File: config.mk
export PLATFORM = sky130hd
export DESIGN_NAME = hex_scan_counter_flat
export DESIGN_NICKNAME = d
export VERILOG_FILES = /design/src/rtl/hex_scan_counter_pkg.sv /design/src/rtl/hex_scan_counter_if.sv /design/src/rtl/hex2_7seg_lut.sv /design/src/rtl/hex_scan_counter_tick_gen.sv /design/src/rtl/hex_scan_counter.sv /design/src/flat_wrapper.sv
export SDC_FILE = /design/constraint.sdc
export NUM_CORES = 1
export LEC_CHECK = 0
export CORE_ASPECT_RATIO = 0.6
export CORE_MARGIN = 2
export CORE_UTILIZATION = 61
export DETAILED_ROUTE_END_ITERATION = 6
export PLACE_DENSITY_LB_ADDON = 0.25
export SLEW_MARGIN = 40
export SYNTH_ARGS = -nofsm -noshare
export SYNTH_HDL_FRONTEND = slang
export SYNTH_SLANG_ARGS = --single-unit
export TNS_END_PERCENT = 100
File: constraint.sdc
create_clock -name CLK1 -period 6.6 [get_ports CLK1]
set_input_delay 1.32 -clock CLK1 [delete_from_list [all_inputs] [get_ports CLK1]]
set_output_delay 1.32 -clock CLK1 [all_outputs]
set_load 0.01 [all_outputs]
File: src/rtl/hex_scan_counter_pkg.sv
// Shared constants and helpers for the hex scan counter: derived widths and
// the segment polarity used by every display block.
package hex_scan_counter_pkg;

  localparam int unsigned NIB_W = 4;
  localparam int unsigned SEG_W = 7;

  // Segment drive polarity; 0 = segment lit when its bit is 1.
  localparam bit SEG_ACTIVE_LOW = 1'b0;

  // Raw (active-high) a..g pattern for digit 0, used as the reset display value.
  localparam logic [0:6] SEG_ZERO_RAW = 7'b1111110;

  function automatic int unsigned cw_of(input int unsigned digits);
    return NIB_W * digits;
  endfunction

  function automatic int unsigned idx_w_of(input int unsigned digits);
    return (digits > 1) ? $clog2(digits) : 1;
  endfunction

endpackage

File: src/rtl/hex_scan_counter_if.sv
// Control/status bundle of the hex scan counter: count controls in, count,
// pulses and display drive out.
interface hex_scan_counter_if #(
  parameter int unsigned DIGITS = 4
);
  import hex_scan_counter_pkg::*;

  localparam int unsigned CW = cw_of(DIGITS);

  logic              en;
  logic              up;
  logic              clr;
  logic              load;
  logic [CW-1:0]     load_val;
  logic [CW-1:0]     count;
  logic              tick;
  logic              wrap;
  logic [0:6]        seg;
  logic [DIGITS-1:0] an;
  logic [3:0]        Led;

  modport master (
    output en, up, clr, load, load_val,
    input  count, tick, wrap, seg, an, Led
  );

  modport slave (
    input  en, up, clr, load, load_val,
    output count, tick, wrap, seg, an, Led
  );

endinterface

File: src/rtl/hex2_7seg_lut.sv
// Hex nibble to 7-segment decoder; seg_c[0] is segment a, seg_c[6] is segment g.
module hex2_7seg_lut
  import hex_scan_counter_pkg::*;
(
  input  logic [3:0] nibble,
  output logic [0:6] seg_c
);

  logic [0:6] raw_c;

  always_comb begin
    raw_c = 7'b0000000;
    unique case (nibble)
      4'h0: raw_c = 7'b1111110;
      4'h1: raw_c = 7'b0110000;
      4'h2: raw_c = 7'b1101101;
      4'h3: raw_c = 7'b1111001;
      4'h4: raw_c = 7'b0110011;
      4'h5: raw_c = 7'b1011011;
      4'h6: raw_c = 7'b1011111;
      4'h7: raw_c = 7'b1110000;
      4'h8: raw_c = 7'b1111111;
      4'h9: raw_c = 7'b1111011;
      4'hA: raw_c = 7'b1110111;
      4'hB: raw_c = 7'b0011111;
      4'hC: raw_c = 7'b1001110;
      4'hD: raw_c = 7'b0111101;
      4'hE: raw_c = 7'b1001111;
      4'hF: raw_c = 7'b1000111;
      default: raw_c = 7'b0000000;
    endcase
    seg_c = raw_c ^ {SEG_W{SEG_ACTIVE_LOW}};
  end

endmodule

File: src/rtl/hex_scan_counter_tick_gen.sv
// Modulo-N enable-pulse generator: pulse_c is high on the last of every N
// enabled cycles; restart returns the phase to 0 and suppresses the pulse.
module hex_scan_counter_tick_gen #(
  parameter int unsigned N = 2
) (
  input  logic clk,
  input  logic rst_n,
  input  logic en,
  input  logic restart,
  output logic pulse_c
);

  localparam int unsigned     PW   = (N > 1) ? $clog2(N) : 1;
  localparam logic [PW-1:0]   LAST = PW'(N - 1);

  logic [PW-1:0] cnt_q, cnt_d;

  always_comb begin
    cnt_d   = cnt_q;
    pulse_c = en && !restart && (cnt_q == LAST);
    if (restart) begin
      cnt_d = '0;
    end else if (en) begin
      cnt_d = (cnt_q == LAST) ? '0 : cnt_q + PW'(1);
    end
  end

  always_ff @(posedge clk or negedge rst_n) begin
    if (!rst_n) cnt_q <= '0;
    else        cnt_q <= cnt_d;
  end

endmodule

File: src/rtl/hex_scan_counter.sv
// Prescaled up/down hex counter with load/clear and a time-multiplexed
// 7-segment display drive (one anode per digit, optional leading-zero blanking).
module hex_scan_counter
  import hex_scan_counter_pkg::*;
#(
  parameter int unsigned DIGITS   = 4,
  parameter int unsigned TICK_DIV = 50000000,
  parameter int unsigned SCAN_DIV = 12500,
  parameter int unsigned BLANK_LZ = 0
) (
  input  logic              CLK1,
  input  logic              arst_n,
  hex_scan_counter_if.slave bus
);

  localparam int unsigned CW = cw_of(DIGITS);
  localparam int unsigned IW = idx_w_of(DIGITS);
  localparam logic [IW-1:0] IDX_LAST = IW'(DIGITS - 1);

  logic              step_c;
  logic              scan_c;
  logic              restart_c;

  logic [CW-1:0]     count_q, count_d;
  logic              tick_q, tick_d;
  logic              wrap_q, wrap_d;
  logic [IW-1:0]     idx_q, idx_d;
  logic [DIGITS-1:0] an_q, an_d;
  logic [0:6]        seg_q, seg_d;

  logic [CW-1:0]     shifted_c;
  logic [3:0]        nibble_c;
  logic              blank_c;
  logic [0:6]        lut_seg_c;

  assign restart_c = bus.clr | bus.load;

  hex_scan_counter_tick_gen #(.N(TICK_DIV)) u_step (
    .clk     (CLK1),
    .rst_n   (arst_n),
    .en      (bus.en),
    .restart (restart_c),
    .pulse_c (step_c)
  );

  hex_scan_counter_tick_gen #(.N(SCAN_DIV)) u_scan (
    .clk     (CLK1),
    .rst_n   (arst_n),
    .en      (1'b1),
    .restart (1'b0),
    .pulse_c (scan_c)
  );

  hex2_7seg_lut u_lut (
    .nibble (nibble_c),
    .seg_c  (lut_seg_c)
  );

  // Count update: clr beats load beats a prescaler step.
  always_comb begin
    count_d = count_q;
    tick_d  = 1'b0;
    wrap_d  = 1'b0;
    if (bus.clr) begin
      count_d = '0;
    end else if (bus.load) begin
      count_d = bus.load_val;
    end else if (step_c) begin
      tick_d = 1'b1;
      if (bus.up) begin
        count_d = count_q + CW'(1);
        wrap_d  = &count_q;
      end else begin
        count_d = count_q - CW'(1);
        wrap_d  = (count_q == '0);
      end
    end
  end

  // Display: the shifted count gives both the active nibble and the
  // "all higher digits zero" test used for leading-zero blanking.
  always_comb begin
    idx_d     = idx_q;
    if (scan_c) idx_d = (idx_q == IDX_LAST) ? '0 : idx_q + IW'(1);
    shifted_c = count_q >> {idx_q, 2'b00};
    nibble_c  = shifted_c[3:0];
    blank_c   = (BLANK_LZ != 0) && (idx_q != '0) && (shifted_c == '0);
    an_d      = blank_c ? '1 : ~(DIGITS'(1) << idx_q);
    seg_d     = lut_seg_c;
  end

  always_ff @(posedge CLK1 or negedge arst_n) begin
    if (!arst_n) begin
      count_q <= '0;
      tick_q  <= 1'b0;
      wrap_q  <= 1'b0;
      idx_q   <= '0;
      an_q    <= ~(DIGITS'(1));
      seg_q   <= SEG_ZERO_RAW ^ {SEG_W{SEG_ACTIVE_LOW}};
    end else begin
      count_q <= count_d;
      tick_q  <= tick_d;
      wrap_q  <= wrap_d;
      idx_q   <= idx_d;
      an_q    <= an_d;
      seg_q   <= seg_d;
    end
  end

  assign bus.count = count_q;
  assign bus.tick  = tick_q;
  assign bus.wrap  = wrap_q;
  assign bus.an    = an_q;
  assign bus.seg   = seg_q;
  assign bus.Led   = count_q[3:0];

endmodule
File: src/flat_wrapper.sv
// flat-port wrapper written by rule: the top's interface ports become plain ports
module hex_scan_counter_flat import hex_scan_counter_pkg::*;
#(
  parameter int unsigned DIGITS   = 4,
  parameter int unsigned TICK_DIV = 50000000,
  parameter int unsigned SCAN_DIV = 12500,
  parameter int unsigned BLANK_LZ = 0
)
  (CLK1, arst_n, bus_en, bus_up, bus_clr, bus_load, bus_load_val, bus_count, bus_tick, bus_wrap, bus_seg, bus_an, bus_Led);
  hex_scan_counter_if #(.DIGITS(DIGITS)) bus_i ();
  input  logic CLK1;
  input  logic arst_n;
  input wire logic [$bits(bus_i.en)-1:0] bus_en;
  input wire logic [$bits(bus_i.up)-1:0] bus_up;
  input wire logic [$bits(bus_i.clr)-1:0] bus_clr;
  input wire logic [$bits(bus_i.load)-1:0] bus_load;
  input wire logic [$bits(bus_i.load_val)-1:0] bus_load_val;
  output wire logic [$bits(bus_i.count)-1:0] bus_count;
  output wire logic [$bits(bus_i.tick)-1:0] bus_tick;
  output wire logic [$bits(bus_i.wrap)-1:0] bus_wrap;
  output wire logic [$bits(bus_i.seg)-1:0] bus_seg;
  output wire logic [$bits(bus_i.an)-1:0] bus_an;
  output wire logic [$bits(bus_i.Led)-1:0] bus_Led;
  assign bus_i.en = bus_en;
  assign bus_i.up = bus_up;
  assign bus_i.clr = bus_clr;
  assign bus_i.load = bus_load;
  assign bus_i.load_val = bus_load_val;
  assign bus_count = bus_i.count;
  assign bus_tick = bus_i.tick;
  assign bus_wrap = bus_i.wrap;
  assign bus_seg = bus_i.seg;
  assign bus_an = bus_i.an;
  assign bus_Led = bus_i.Led;
  hex_scan_counter #(.DIGITS(DIGITS), .TICK_DIV(TICK_DIV), .SCAN_DIV(SCAN_DIV), .BLANK_LZ(BLANK_LZ)) u_core (.CLK1(CLK1), .arst_n(arst_n), .bus(bus_i));
endmodule
Yosys cells after proc, flatten, opt, wreduce, memory -nomap -nowiden:

Memories as Yosys holds them, arrays and structs flattened. A register that Yosys moved wholly into a read port is not among the register bits.
Cells that the tools add are included.
W data, S select, Z words.

* $lt $le $gt $ge: 0
* multiply operators: 0
* eq/ne operators: 3
* mux-type cells: 16
* reduce and logical (&&, ||, !) cells: 8
* $add $sub $neg: 5
* divide/modulo/power cells: 0
* bitwise gates (word level): 2
* shift-type cells: 2

Operators by type and width (count)
* $mux W26: 3
* $mux W16: 4
* $add A26 B1 Y26 const B: 1
* $eq A26 B26 Y1 const B: 1
* $add A16 B1 Y16 const B: 1
* $logic_not A16 Y1: 1
* $reduce_and A16 Y1: 1
* $shr A16 B4 Y4: 1
* $sub A16 B1 Y16 const B: 1
* $add A14 B1 Y14 const B: 1
* $eq A14 B14 Y1 const B: 1
* $mux W14: 1
* $mux W1: 7
* $not A4 Y4: 1
* $shl A1 B2 Y4 const A: 1
* $reduce_bool A3 Y1: 1
* $add A2 B1 Y2 const B: 1
* $eq A2 B2 Y1 const B: 1
* $logic_and A1 B1 Y1: 2
* $logic_not A1 Y1: 2
* $mux W2: 1
* $reduce_bool A2 Y1: 1
* $or A1 B1 Y1: 1

* input bits: 22
* word-level logic and storage cells: 44
* memories kept: 1
* bits in registers: 64
* latch bits: 0
* RAM bits: 0
* bits in read-only memories: 112

Memories
* (name not given): depth 16, width 7, rd ports 1, clocked after Yosys merged registers in 1, wr ports 0, line hex2_7seg_lut.sv:13 `unique case (nibble)`

Depth between registers and ports, before layout:

* word-level depth: 7
* gate-level depth with buffers: 9
* depth with buffers taken out: 8

Modules after synthesis:

Synthesis repeated with hierarchy kept, for this count alone.

* cells, all modules: 566
* area, all modules: 5098.6 µm²

By module, submodules not included
* hex_scan_counter: cells an instance 241, area each 2234.6 µm², instances 1, sequential area each 787.0 µm²
* hex_scan_counter_tick_gen (u_core.u_step): cells an instance 195, area each 1667.8 µm², instances 1, sequential area each 650.6 µm²
* hex_scan_counter_tick_gen (u_core.u_scan): cells an instance 97, area each 908.4 µm², instances 1, sequential area each 350.3 µm²
* hex2_7seg_lut: cells an instance 33, area each 287.8 µm², instances 1, sequential area each 0.0 µm²

Least setup slack after synthesis:

No wires, ideal clock.

* path kind: in2reg
* start: input bus_up
* end: register u_core.count_q[15], in the netlist u_core.bus.count[15]
* arrival: 3.437 ns
* path slack: 3.063 ns
* stages: 8
* required time: 6.501 ns
* cells stage by stage: inv_1 -> ha_1 -> o21ai_0 -> a211oi_1 -> a2111oi_0 -> a31o_2 -> or4_1 -> a311oi_1

* word-level cells in the longest chain between the ends: 4

Ends and longest elaborated chain
* from (decl): line flat_wrapper.sv:14 `input wire logic [$bits(bus_i.up)-1:0] bus_up;`
* $mux W16: line hex_scan_counter.sv:70 `if (bus.up) begin`
* $mux W16: line hex_scan_counter.sv:68 `end else if (step_c) begin`
* $mux W16: line hex_scan_counter.sv:66 `end else if (bus.load) begin`
* $mux W16: line hex_scan_counter.sv:64 `if (bus.clr) begin`
* to (signal assigned): line hex_scan_counter.sv:101 `count_q <= count_d;`
* to (decl): line hex_scan_counter.sv:24 `logic [CW-1:0] count_q, count_d;`

Every way passes these cells. The select of a mux whose other input is x is not followed.
A chain may end at the register's enable or synchronous reset.

Final worst setup path:

Ends and elaborated chain as after synthesis.

==> reports/metrics.yaml <==
outcome:
  outcome: "completed"
finish:
  antenna_cells: 0
  drive_gt1_share_pct: 8.30
  seq_area_um2: 1790
  stdcell_area_um2: 5440
  fin_cells: 670
  syn_to_final_growth_pct: 18.7
  final_core_util_pct: 74.9
  multiInputGateArea_um2: 2580
  final_nets: 611
  nFillCells: 533
synthesis:
  yosysSeqAreaShare_pct: 39.0
  async_flop_share_pct: 100
  synth_area_um2: 4590
  syn_inst: 520
  synth_top_area_cell: "dfrtp_1"
  syn_avg_cell_area_um2: 8.82
  synth_edf_count: 0
  ys_ff_latch: 71
  synth.area.top_cells: "dfrtp_1 34%, ha_1 7.4%, o21ai_0 6.2%, dfstp_2 5.2%, nor2_1 3.7%"
  yosys_most_used_dff: "dfrtp_1"
  ys_warn_count: 0
  synthMostInstantiatedCell: "dfrtp_1"
  syn_nets: 570
  synth_top_area_share_pct: 33.8
  synth_cell_types: 58
  netlist_top_cells_count: "62 x dfrtp_1, 57 x o21ai_0, 45 x nor2_1"
placement:
  dp_hpwl_mm: 8.46
  placed_area_um2: 5170
  place.port_buffers: 54
  gp_congestion: 0.999
  dp_cells: 654
sta:
  setup_tns_ps: 0
  grt_setup_unrepaired: "no"
  max_freq_mhz: 232
  timing.final.hold_violations: 0
  worst_pin_slew_ps: 742
  finClkSkew_ps: 6.06
  finalSetupViolCount: 0
  fin_crit_sh_pct: 65.2
  maxSlewHeadroom_pct: 50.4
  fin_crit_ps: 4310
  maxSlewViolCount: 0
min_path:
  hp-class: "reg -> reg"
clock_network:
  ctsHoldBuffers: 0
  insertion_delay_ps: 330
  cts_tree: "done"
  cts_resized: 0
  cts_max_level: 3
  post_cts_buffers: 0
  numCtsBuffers: 9
  clk_pin_slew_ps: 60
  clockBufferDepth: 2
  cts_root_buf: "clkbuf_16"
  clock_sinks: 71
drt:
  dr.pass1.iters: 5
  routed_wl_mm: 11.9
  post_drt_wl_per_cell_um: 17.8
  drtIter0Drc: 520
  drc: 0
  ant_nets: 0
  vias: 4208
  via_per_inst: 6.28
run:
  max_cap_viol_count: 0
setup_path:
  cp-end-kind: "flip-flop"
  crit_path_start_kind: "input pin"
  critical_path.top_delay_family: "buffers and inverters"
  criticalPathCategory: "in -> reg"
  cp.buffers_inverters: 2
  crit_slowest_cell: "clkdlybuf4s50_1"
  cp.required_ps: 6830
  critPathArrivalTime_ps: 4540
  slowest_delay_ps: 650
  path_max_fanout: 16
  path_cells: "clkdlybuf4s50_1, inv_1, ha_1, nand2_1, a21oi_1, mux2_2, a221o_1, or4_1, a311oi_1"
die:
  die_w_um: 116
  dieHeight_um: 71.2
  num_rows: 24
  die_area_um2: 8250
  initial_core_util_pct: 63.1
  design.portCount: 55
  fp.coreArea_um2: 7270
global_route:
  antenna_found_initial: 0
  grt_use_total_pct: 30.8
  grt_pass1_vias: 3862
  overflow: 0
  grt_pass1_wl_mm: 19.6
  grt_start_max_net_pins: 72
pwr:
  peakVddDrop_v: 0.000166
  power_density_nw_per_um2: 201
  cellLeakagePower_nw: 2.22
-- layout make-up --
class | count | share of cell area (%)
tap | 104 | 2.39
inverter | 23 | 1.59
sequential | 71 | 32.8
clock inverter | 6 | 0.850
timing repair buffer | 59 | 10.7
clock buffer | 10 | 4.21
multi-input combinational | 397 | 47.5
-- layout by cell type, fill, tap and decap left out, types with 8 or more instances in the layout --
cell type and instances:
dfrtp_1 62, o21ai_0 57, clkdlybuf4s50_1 53, nor2_1 45, nand2_1 39, a21oi_1 29, ha_1 27, inv_1 23
nand4_1 22, nand3_1 20, nor3_1 18, a31oi_1 13, xnor2_1 12, a211oi_1 11, xor2_1 10, nor2b_1 9
clkbuf_16 9, dfstp_2 9, nor4_1 8
-- power by group --
| part | internal (W) | total, W | switching, W |
|---|---|---|---|
| logic | 0.0000829 | 0.000181 | 0.0000978 |
| clock network | 0.000256 | 0.000447 | 0.000191 |
| registers | 0.000450 | 0.000468 | 0.0000180 |
-- registers in the layout (all words and copies together), names as in the netlist --
register,cells
u_core.bus.an,4
u_core.bus.tick,1
u_core.bus.seg,7
u_core.bus.wrap,1
u_core.idx_q,2
u_core.u_step.cnt_q,26
u_core.u_scan.cnt_q,14
u_core.bus.count,16
-- final timing paths --
check / start / to / slack, ps / cells after the start
max reg2reg: u_core.u_step.cnt_q[0]$_DFFE_PN0P_ / u_core.bus.count[14]$_DFFE_PN0P_ / 3640 / 7
max: bus_up / u_core.bus.count[15]$_DFFE_PN0P_ / 2290 / 9
max in group asynchronous: arst_n / u_core.u_step.cnt_q[5]$_DFFE_PN0P_ / 5060 / 2
min in group asynchronous: arst_n / u_core.bus.count[2]$_DFFE_PN0P_ / 1080 / 2
min reg2reg: u_core.u_step.cnt_q[15]$_DFFE_PN0P_ / u_core.u_step.cnt_q[15]$_DFFE_PN0P_ / 490 / 1
min: u_core.u_step.cnt_q[15]$_DFFE_PN0P_ / u_core.u_step.cnt_q[15]$_DFFE_PN0P_ / 490 / 1
-- routing by layer --
metal | vias to the layer above | track usage, % | part of all wire (%)
met3 | 21 | 7.20 | 7.7
met2 | 187 | 43.5 | 43
li1 | 1990 | - | -
met4 | 0 | 6.08 | 1.5
met5 | - | 0 | 0
met1 | 2010 | 48.3 | 48
-- per-stage QoR --
| stage | hold WS (ps) | power (W) | worst slack, ps |
|---|---|---|---|
| 2_1_floorplan | 449 | 0.000575 | 3060 |
| 5_1_grt | 519 | 0.00114 | 2160 |
| 4_1_cts | 490 | 0.00110 | 2380 |
| 3_3_place_gp | 481 | 0.000646 | 2080 |
| 6_report | 492 | 0.00110 | 2290 |
| 3_5_place_dp | 478 | 0.000652 | 2050 |
-- cell families (layout without fill, tap and decap cells) --
| family | count (synthesis) | after routing | synth area share, % |
|---|---|---|---|
| compound gates | 144 | 144 | 19.0 |
| xor+xnor | 22 | 22 | 4.20 |
| flops | 71 | 71 | 39.0 |
| buf+inv | 52 | 98 | 4.97 |
| simple gates | 193 | 193 | 21.7 |
| mux | 10 | 10 | 3.33 |
| fa+ha+maj | 28 | 28 | 7.80 |
(Power assumes the default switching activity.)
